$ cat config.mk
export PLATFORM = sky130hd
export DESIGN_NAME = prg_loader
export DESIGN_NICKNAME = d
export VERILOG_FILES = /design/src/rtl/prg_loader.sv
export SDC_FILE = /design/constraint.sdc
export NUM_CORES = 1
export LEC_CHECK = 0
export CORE_ASPECT_RATIO = 0.8
export CORE_MARGIN = 2
export CORE_UTILIZATION = 35
export CTS_CLUSTER_SIZE = 16
export DETAILED_ROUTE_END_ITERATION = 10
export DONT_BUFFER_PORTS = 1
export SETUP_SLACK_MARGIN = 0.1
export SLEW_MARGIN = 20
export SYNTH_ARGS = -nofsm -noshare
export SYNTH_HDL_FRONTEND = slang
export SYNTH_SLANG_ARGS = --single-unit
$ cat constraint.sdc
create_clock -name clk -period 5.51 [get_ports clk]
set_input_delay 0 -clock clk [delete_from_list [all_inputs] [get_ports clk]]
set_output_delay 0 -clock clk [all_outputs]
set_load 0.01 [all_outputs]
$ cat src/rtl/prg_loader.sv
// prg_loader: streams a PRG image from the ioctl download channel into RAM over a req/ack DMA port.
// Define PRG_PTR_PATCH_EN to patch BASIC's program-end pointers once the payload has landed.
module prg_loader #(
  parameter int          AW         = 16,
  parameter int          DEPTH_LOG2 = 3,
  parameter logic [15:0] PTR_BASE   = 16'h002A,
  parameter int          PTR_COUNT  = 3
) (
  input  logic          clk,
  input  logic          reset,
  input  logic          sel,
  input  logic          ioctl_download,
  input  logic          ioctl_wr,
  input  logic [24:0]   ioctl_addr,
  input  logic [7:0]    ioctl_dout,
  output logic          dma_req,
  output logic [AW-1:0] dma_addr,
  output logic [7:0]    dma_dout,
  input  logic          dma_ack,
  output logic          busy,
  output logic          done,
  output logic          error,
  output logic [AW-1:0] end_addr
);

  localparam int DEPTH = 1 << DEPTH_LOG2;
  localparam logic [DEPTH_LOG2:0] FULL = (DEPTH_LOG2 + 1)'(DEPTH);
  localparam int PW = $clog2(2 * PTR_COUNT);
  localparam logic [PW-1:0] PATCH_LAST = PW'(2 * PTR_COUNT - 1);

`ifdef PRG_PTR_PATCH_EN
  localparam bit PATCH_EN = 1'b1;
`else
  localparam bit PATCH_EN = 1'b0;
`endif

  localparam logic [2:0] S_IDLE   = 3'd0;
  localparam logic [2:0] S_HDR    = 3'd1;
  localparam logic [2:0] S_DATA   = 3'd2;
  localparam logic [2:0] S_DRAIN  = 3'd3;
  localparam logic [2:0] S_PATCH  = 3'd4;
  localparam logic [2:0] S_FINISH = 3'd5;

  logic [2:0]            state_reg, state_next;
  logic                  active_reg;
  logic [7:0]            load_lo_reg, load_lo_next;
  logic [AW-1:0]         wr_addr_reg, wr_addr_next;
  logic [DEPTH_LOG2-1:0] wr_ptr_reg, wr_ptr_next;
  logic [DEPTH_LOG2-1:0] rd_ptr_reg, rd_ptr_next;
  logic [DEPTH_LOG2:0]   count_reg, count_next;
  logic                  wrapped_reg, wrapped_next;
  logic                  error_reg, error_next;
  logic [AW-1:0]         end_addr_reg, end_addr_next;
  logic [PW-1:0]         patch_idx_reg, patch_idx_next;
  logic                  dma_req_reg, dma_req_next;
  logic [AW-1:0]         dma_addr_reg, dma_addr_next;
  logic [7:0]            dma_dout_reg, dma_dout_next;

  logic [7:0]            mem [DEPTH];

  logic active, rise, fall, accept, xfer;
  logic push, push_ok, pop, fifo_xfer;
  logic [7:0]  head_next;
  logic [15:0] end16;

  assign active = sel & ioctl_download;
  assign rise   = active & ~active_reg;
  assign fall   = ~active & active_reg;
  assign accept = active & ioctl_wr;
  assign xfer   = dma_req_reg & dma_ack;

  always_comb begin
    state_next     = state_reg;
    load_lo_next   = load_lo_reg;
    wr_addr_next   = wr_addr_reg;
    wr_ptr_next    = wr_ptr_reg;
    rd_ptr_next    = rd_ptr_reg;
    count_next     = count_reg;
    wrapped_next   = wrapped_reg;
    error_next     = error_reg;
    end_addr_next  = end_addr_reg;
    patch_idx_next = patch_idx_reg;

    // FIFO side: a wrapped load keeps popping silently until empty
    fifo_xfer = xfer && (state_reg != S_PATCH);
    pop       = (count_reg != '0) && (fifo_xfer || wrapped_reg);
    push      = (state_reg == S_DATA) && accept && (ioctl_addr >= 25'd2) && !rise;
    push_ok   = push && (count_reg != FULL);
    if (push && !push_ok) error_next = 1'b1;
    if (push_ok) wr_ptr_next = wr_ptr_reg + 1'b1;
    if (pop)     rd_ptr_next = rd_ptr_reg + 1'b1;
    case ({push_ok, pop})
      2'b10:   count_next = count_reg + 1'b1;
      2'b01:   count_next = count_reg - 1'b1;
      default: count_next = count_reg;
    endcase
    if (fifo_xfer && (count_reg != '0)) begin
      wr_addr_next = wr_addr_reg + 1'b1;
      if (wr_addr_reg == '1) begin
        wrapped_next = 1'b1;
        error_next   = 1'b1;
      end
    end

    case (state_reg)
      S_HDR: begin
        if (fall) begin
          error_next = 1'b1;
          state_next = S_FINISH;
        end else if (accept) begin
          if (ioctl_addr == 25'd0) begin
            load_lo_next = ioctl_dout;
          end else if (ioctl_addr == 25'd1) begin
            wr_addr_next = AW'({ioctl_dout, load_lo_reg});
            state_next   = S_DATA;
          end
        end
      end
      S_DATA: begin
        if (fall) state_next = S_DRAIN;
      end
      S_DRAIN: begin
        if (count_reg == '0) begin
          end_addr_next  = wr_addr_reg;
          patch_idx_next = '0;
          state_next     = (PATCH_EN && !error_reg) ? S_PATCH : S_FINISH;
        end
      end
      S_PATCH: begin
        if (xfer) begin
          if (patch_idx_reg == PATCH_LAST) state_next = S_FINISH;
          else patch_idx_next = patch_idx_reg + 1'b1;
        end
      end
      S_FINISH: state_next = S_IDLE;
      default:  state_next = S_IDLE;
    endcase

    // A new download edge restarts from scratch in any state
    if (rise) begin
      state_next   = S_HDR;
      wr_ptr_next  = '0;
      rd_ptr_next  = '0;
      count_next   = '0;
      wrapped_next = 1'b0;
      error_next   = 1'b0;
      if (accept && (ioctl_addr == 25'd0)) load_lo_next = ioctl_dout;
    end

    // Head of the FIFO after this edge; bypass when the pushed byte becomes the head
    if (push_ok && (rd_ptr_next == wr_ptr_reg)) head_next = ioctl_dout;
    else head_next = mem[rd_ptr_next];

    end16         = 16'(end_addr_next);
    dma_req_next  = 1'b0;
    dma_addr_next = wr_addr_next;
    dma_dout_next = head_next;
    if ((state_next == S_DATA) || (state_next == S_DRAIN)) begin
      dma_req_next = (count_next != '0) && !wrapped_next;
    end else if (PATCH_EN && (state_next == S_PATCH)) begin
      dma_req_next  = 1'b1;
      dma_addr_next = AW'(PTR_BASE) + AW'(patch_idx_next);
      dma_dout_next = patch_idx_next[0] ? end16[15:8] : end16[7:0];
    end
  end

  always_ff @(posedge clk or posedge reset) begin
    if (reset) begin
      state_reg     <= S_IDLE;
      active_reg    <= 1'b0;
      load_lo_reg   <= '0;
      wr_addr_reg   <= '0;
      wr_ptr_reg    <= '0;
      rd_ptr_reg    <= '0;
      count_reg     <= '0;
      wrapped_reg   <= 1'b0;
      error_reg     <= 1'b0;
      end_addr_reg  <= '0;
      patch_idx_reg <= '0;
      dma_req_reg   <= 1'b0;
      dma_addr_reg  <= '0;
      dma_dout_reg  <= '0;
    end else begin
      state_reg     <= state_next;
      active_reg    <= active;
      load_lo_reg   <= load_lo_next;
      wr_addr_reg   <= wr_addr_next;
      wr_ptr_reg    <= wr_ptr_next;
      rd_ptr_reg    <= rd_ptr_next;
      count_reg     <= count_next;
      wrapped_reg   <= wrapped_next;
      error_reg     <= error_next;
      end_addr_reg  <= end_addr_next;
      patch_idx_reg <= patch_idx_next;
      dma_req_reg   <= dma_req_next;
      dma_addr_reg  <= dma_addr_next;
      dma_dout_reg  <= dma_dout_next;
    end
  end

  always_ff @(posedge clk) begin
    if (push_ok) mem[wr_ptr_reg] <= ioctl_dout;
  end

  assign dma_req  = dma_req_reg;
  assign dma_addr = dma_addr_reg;
  assign dma_dout = dma_dout_reg;
  assign busy     = (state_reg != S_IDLE);
  assign done     = (state_reg == S_FINISH);
  assign error    = error_reg;
  assign end_addr = end_addr_reg;

endmodule
* Word-level counts from Yosys, hierarchy flattened
Memories as Yosys holds them, arrays and structs flattened. A register that Yosys moved wholly into a read port is not among the register bits.
Cells that the tools add are included.
** Storage, ports and cells
- Register bits :: 60
- Memory bits (writable) :: 64
- Input port bits :: 39
- Memories kept :: 1
** Memories
- mem :: words 8, bits a word 8, rd ports 1, clocked after Yosys merged registers in 1, write ports 1, line 59 : logic [7:0] mem [DEPTH];
** Operators by class
- Add/subtract/negate cells :: 6
- Magnitude comparators :: 1
- Equality and inequality tests :: 17
- Muxes and demuxes :: 44
- Bitwise logic cells :: 7
- Reduce and logical (&&, ||, !) cells :: 24
** Operator list (count)
- 16-bit two-way mux :: 6
- 3-bit two-way mux :: 16
- 8-bit two-way mux :: 6
- 25-bit by 1-bit == test with 1-bit output, second input constant :: 1
- 25-bit by 2-bit >= comparator with 1-bit output, second input constant :: 1
- 25-bit zero test :: 1
- 16-bit by 1-bit adder with 16-bit output, second input constant :: 1
- 16-bit == test, second input constant :: 1
- 3-bit by 2-bit == test with 1-bit output, second input constant :: 4
- 1-bit two-way mux :: 12
- 3-bit case mux with 4 select lines :: 1
- 1-bit logical AND :: 10
- 3-bit by 1-bit adder with 3-bit output, second input constant :: 3
- 3-bit == test, second input constant :: 3
- 4-bit case mux with 2 select lines :: 1
- 4-bit nonzero test :: 2
- 2-bit != test, second input constant :: 3
- 3-bit case mux with 2 select lines :: 1
- 1-bit bitwise AND :: 5
- 4-bit by 1-bit adder with 4-bit output, second input constant :: 1
- 4-bit zero test :: 1
- 4-bit two-way mux :: 1
- 4-bit != test, second input constant :: 1
- 4-bit AND reduction :: 1
- other kinds (11) :: 16

* Longest topological paths before layout
- Depth after elaboration :: 14
- Depth in mapped cells :: 14
- Gate-level depth less buffers :: 12

* Worst setup path after synthesis
No wires, ideal clock.
- Path type :: flip-flop to flip-flop
- Start point :: register count_reg[2]
- End point :: register dma_req_reg (netlist: dma_req)
- Setup time :: 0.120 ns
- Arrival :: 2.973 ns
- Data required time :: 5.390 ns
- Slack :: 2.418 ns
- Stages on the path, launching flop included :: 15
- Path buffers :: 2
- Period minus slack after synthesis :: 3.092 ns
- Cells stage by stage :: dfrtp_1 > buf_2 > nor3_1 > nand2_1 > o211ai_1 > clkbuf_1 > ha_1 > xor2_1 > ha_1 > a21oi_1 > xor2_1 > or3_1 > a21oi_1 > or4_1 > and3_1
** On the way
- Longest elaborated chain between the ends :: 8
** Ends and longest elaborated chain
- from (decl) :: line 50 : logic [DEPTH_LOG2:0] count_reg, count_next;
- from (signal assigned) :: line 190 : count_reg <= count_next;
- 4-bit != test / 4-bit nonzero test (equally long branches) :: line 88, 86
- 1-bit logical AND, on equally long branches :: line 88, 86
- 2-bit by 1-bit == test with 1-bit output / 2-bit == test (equally long branches) :: line 92 : case ({push_ok, pop})
- 4-bit case mux with 2 select lines (*) :: line 92
- 4-bit two-way mux (*) :: line 140 : if (rise) begin
- net count_next[2] :: line 50
- 4-bit nonzero test (*) :: line 159 : dma_req_next = (count_next != '0) && !wrapped_next;
- 1-bit logical AND (*) :: line 159
- 1-bit two-way mux (*) :: line 158 : if ((state_next == S_DATA) || (state_next == S_DRAIN)) begin
- net dma_req_next :: line 55 : logic dma_req_reg, dma_req_next;
- to (signal assigned) :: line 195 : dma_req_reg <= dma_req_next;
- to (decl) :: line 55
The timed path passes the listed nets; every way through them passes the cells marked *.
A chain may end at the register's enable or synchronous reset.

* Final worst setup path
- Start point :: register active_reg
- End point :: register dma_dout_reg[6] (netlist: dma_dout[6]), read port of mem
** On the way
- Longest elaborated chain between the ends :: 3
** Ends and longest elaborated chain
- from (decl) :: line 45 : logic active_reg;
- from (signal assigned) :: line 185 : active_reg <= active;
- 1-bit NOT :: line 67 : assign rise = active & ~active_reg;
- 1-bit bitwise AND :: line 67
- 3-bit two-way mux :: line 140
- net rd_ptr_next[2] :: line 49 : logic [DEPTH_LOG2-1:0] rd_ptr_reg, rd_ptr_next;
- to (decl) :: line 57 : logic [7:0] dma_dout_reg, dma_dout_next;
The timed path passes the listed nets, and every way through them passes these cells.

==> impl_metrics.yaml <==
status:
  run_status: "finished, final reports clean"
critical_path:
  critPathMaxStageDelay_ns: 0.63
  critPathBufInv: 1
  reg2reg_to: "dma_dout[6]"
  setup.worst_path.end: "dma_dout[6]"
  crit_path_top_delay_cell: "sky130_fd_sc_hd__a2111oi_0"
  worstPathCellList: "nand3b_1 > buf_4 > nand2b_1 > o21ai_4 > mux2_2 > a2111oi_0 > mux2i_1"
  crit_required_ns: 5.77
  critical_path_class: "reg2reg"
  r2r_slack_ns: 1.99
  cp-start-kind: "flip-flop"
  cp_top_family: "compound AO/OA/AOI/OAI gates"
  crit-reg2reg-launch: "active_reg"
  cp_data_arrival_time_ns: 3.79
  crit_start: "active_reg"
  worstSetupEndpointType: "flip-flop"
  critical_path_fanouts_max: 30
  worstSetupPathDepth: 7
  reg2reg_depth: 7
synthesis:
  syn_avg_cell_area_sq_um: 12.1
  cell_taking_the_most_area_after_synthesis: "sky130_fd_sc_hd__edfxtp_1"
  yosysTopAreaCellShare_pct: 30.5
  synth.yosys.warnings: 0
  synth_cell_types: 58
  post_synth_main_area_contributors: "sky130_fd_sc_hd__edfxtp_1, sky130_fd_sc_hd__dfrtp_1, sky130_fd_sc_hd__o211ai_1, sky130_fd_sc_hd__mux2_2, sky130_fd_sc_hd__a21oi_1"
  ys_ff_latch: 132
  synth_seq_area_share_pct: 57.4
  asyncSetResetFlopFracSynth_pct: 51.5
  synthesis.instances: 522
  synth.net_count: 569
  ys.flop_type: "sky130_fd_sc_hd__dfrtp_1"
  synth_enable_flop_cells: 64
  netlist_area_sq_um: 6310
sta:
  fin_ws_ns: 1.99
  final_max_slew_viol_count: 0
  rsz0062_at_grt: "no"
  period_share_pct: 63.9
  hold_viol: 0
  achievable-frequency_ghz: 0.284
  finalSetupViolations: 0
  slew_headroom_pct: 29.3
  worst_slew_pin_slew_ns: 1.06
  fin_tns_setup_ns: 0
  shortest_period_the_worst_path_allows_ns: 3.52
  skew_ns: 0.0126
cts:
  clock_tree.htree_level_count: 4
  clkTransAtPathRegs_ns: 0.06
  cts-buffers-inserted: 17
  ctsRootBufferMaster: "sky130_fd_sc_hd__clkbuf_16"
  ctsLongestPathBuffers: 2
  tritoncts_num_sinks: 132
  post_cts.resized_instances: 0
  insertion_delay_ns: 0.42
  clock_tree_from_tritoncts: "done"
global_route:
  grt_antenna_before_repair: 0
  grt_pass1_vias: 4306
  grt_pass1_wl_mm: 24.2
  gr_util_all_layers_pct: 16.6
  grt_start_max_net_pins: 69
  grt_remaining_overflow: 0
power:
  power.clock.fraction_pct: 49.9
  power_frac_comb_pct: 4.5
  p_sw_share_pct: 21.5
  internal-power_w: 0.00183
  share_seq_of_total_power_pct: 45.5
  vdd.ir_drop.worst_uv: 220
  total_leakage_power_nw: 2.86
  p_switching_w: 0.000501
  power.density_cell_area_nw_per_um2: 321
drt:
  detail-route-antenna-nets: 0
  drtIter0Drc: 434
  residual_drc: 0
  routedWlPerCell_um: 20.0
  detail_route.vias_per_cell: 5.58
  firstDrtPassIters: 5
  num_vias: 4288
  postRouteWirelength_mm: 15.4
placement:
  postPlaceCellArea_sq_um: 6520
  dp_hpwl_mm: 10.4
  gpl.final_weighted_congestion: 0.846
  io_buffers: 0
  detailedPlace.worstSlack_ns: 1.99
cells_and_area:
  nNetsFinal: 578
  diodes: 0
  fill_cells: 1620
  area.growth.synth_to_final_pct: 15.2
  share_of_layout_cells_above_drive_strength_1_pct: 15.1
  largest_reg_flops: 64
  layout.cell_area.non_filler_sq_um: 7270
die:
  io_pins: 83
  floorplan.initialDensity_pct: 36.1
  chipHeight_um: 124
  die-width_um: 154
  core.rowCount: 43
  die_area_sq_um: 19100
  core_area_sq_um: 17500
worst_hold_path:
  hold_path.class: "in2reg"
flow_run:
  drv_cap: 0
==> metrics by stage <==
step / util, % / total power (W) / cells / hold WS [ns]
after floorplan: - / 0.00116 / 522 / 0.0989
after global placement: 37.3 / 0.00116 / 725 / 0.101
after detailed placement: 37.3 / 0.00117 / 725 / 0.101
after CTS: 41.4 / 0.00235 / 769 / 0.000724
after global routing: 41.6 / 0.00241 / 769 / 0.0395
final: 41.6 / 0.00233 / 769 / 0.0275
==> cell families after synthesis <==
family	count (synthesis)	synth area share [%]
adder cells (fa/ha/maj)	8	1.59
multiplexers	42	7.32
AO/OA/AOI/OAI	141	16.3
AND/OR/NAND/NOR	130	11.3
XOR/XNOR	20	2.78
buffers and inverters	49	3.35
flip-flops	132	57.4
==> layout make-up <==
cell class	count	area, sq um	share of cell area [%]
Multi-Input combinational cell	341	2510	34.5
Timing Repair Buffer	21	188	2.58
Clock inverter	11	161	2.22
Clock buffer	21	440	6.06
Tap cell	225	282	3.87
Sequential cell	132	3620	49.8
Inverter	18	67.6	0.929
==> power by group through the flow <==
stage	clock network, W	registers (W)	logic (W)
after floorplan	0	0.00107	0.0000848
after global placement	0	0.00108	0.0000836
after detailed placement	0	0.00108	0.0000862
after CTS	0.00119	0.00106	0.000106
after global routing	0.00123	0.00107	0.000116
final	0.00117	0.00106	0.000105
==> how the worst min path moves through the flow <==
stage                               from          endpoint  slack, ns  cells after the start
after floorplan            ioctl_dout[0]         mem[0][0]        0.1                      0
after global placement     ioctl_dout[1]         mem[7][1]       0.10                      0
after detailed placement   ioctl_dout[0]         mem[3][0]       0.10                      0
after CTS                 ioctl_download             error     0.0007                      4
after global routing       ioctl_addr[0]    load_lo_reg[5]       0.04                      3
final                            dma_ack  patch_idx_reg[2]       0.03                      4
==> synthesized netlist by cell type, types with 9 or more instances <==
cell type	instances
sky130_fd_sc_hd__dfrtp_1	68
sky130_fd_sc_hd__edfxtp_1	64
sky130_fd_sc_hd__o211ai_1	50
sky130_fd_sc_hd__a21oi_1	39
sky130_fd_sc_hd__nor2_1	38
sky130_fd_sc_hd__mux2_2	28
sky130_fd_sc_hd__nand2_1	27
sky130_fd_sc_hd__clkbuf_1	22
sky130_fd_sc_hd__inv_1	18
sky130_fd_sc_hd__nor4_1	11
sky130_fd_sc_hd__a211oi_1	10
sky130_fd_sc_hd__xnor2_1	10
sky130_fd_sc_hd__xor2_1	10
sky130_fd_sc_hd__mux2i_1	9
sky130_fd_sc_hd__nor3_1	9
==> placed cells by master, fill, tap and decap left out, types with 3 or more instances in the layout <==
master and instances:
sky130_fd_sc_hd__nor4_1 10, sky130_fd_sc_hd__o211ai_1 50, sky130_fd_sc_hd__a211oi_1 10, sky130_fd_sc_hd__a21o_1 3, sky130_fd_sc_hd__a21oi_1 39, sky130_fd_sc_hd__xnor2_1 10
sky130_fd_sc_hd__xor2_1 10, sky130_fd_sc_hd__edfxtp_1 64, sky130_fd_sc_hd__nor2_1 38, sky130_fd_sc_hd__a2111oi_0 8, sky130_fd_sc_hd__clkbuf_1 4, sky130_fd_sc_hd__ha_1 8
sky130_fd_sc_hd__inv_1 17, sky130_fd_sc_hd__mux2i_1 9, sky130_fd_sc_hd__nand4_1 6, sky130_fd_sc_hd__nor3b_1 3, sky130_fd_sc_hd__bufinv_16 4, sky130_fd_sc_hd__nand2_1 27
sky130_fd_sc_hd__buf_4 9, sky130_fd_sc_hd__or3_1 4, sky130_fd_sc_hd__a31oi_1 4, sky130_fd_sc_hd__mux2_1 5, sky130_fd_sc_hd__clkbuf_16 17, sky130_fd_sc_hd__and3_1 4
sky130_fd_sc_hd__nand3_1 5, sky130_fd_sc_hd__o21ai_0 8, sky130_fd_sc_hd__mux2_2 28, sky130_fd_sc_hd__dfrtp_1 68, sky130_fd_sc_hd__dlygate4sd3_1 12, sky130_fd_sc_hd__nor3_1 8
sky130_fd_sc_hd__o31ai_1 4
==> layer usage <==
layer  part of all wire, %  global-route usage [%]  wire length (um)
met1                    50                    24.5              7670
met2                    43                    23.9              6680
met3                   5.6                    4.49               858
met4                   1.3                    5.20               200
met5                     0                       0                 0
==> tightest hold or removal path, delay by kind of cell <==
family	cells	cell delay, ns
simple gates	2	0.23
compound gates	2	0.17
==> what timing repair did <==
item | in CTS | in global routing
buffers inserted | 0 | 0
hold buffers | 12 | 0
hold endpoints to repair | 160 | 0
setup endpoints to repair | 0 | 0
Power figures use the tool's default switching activity.
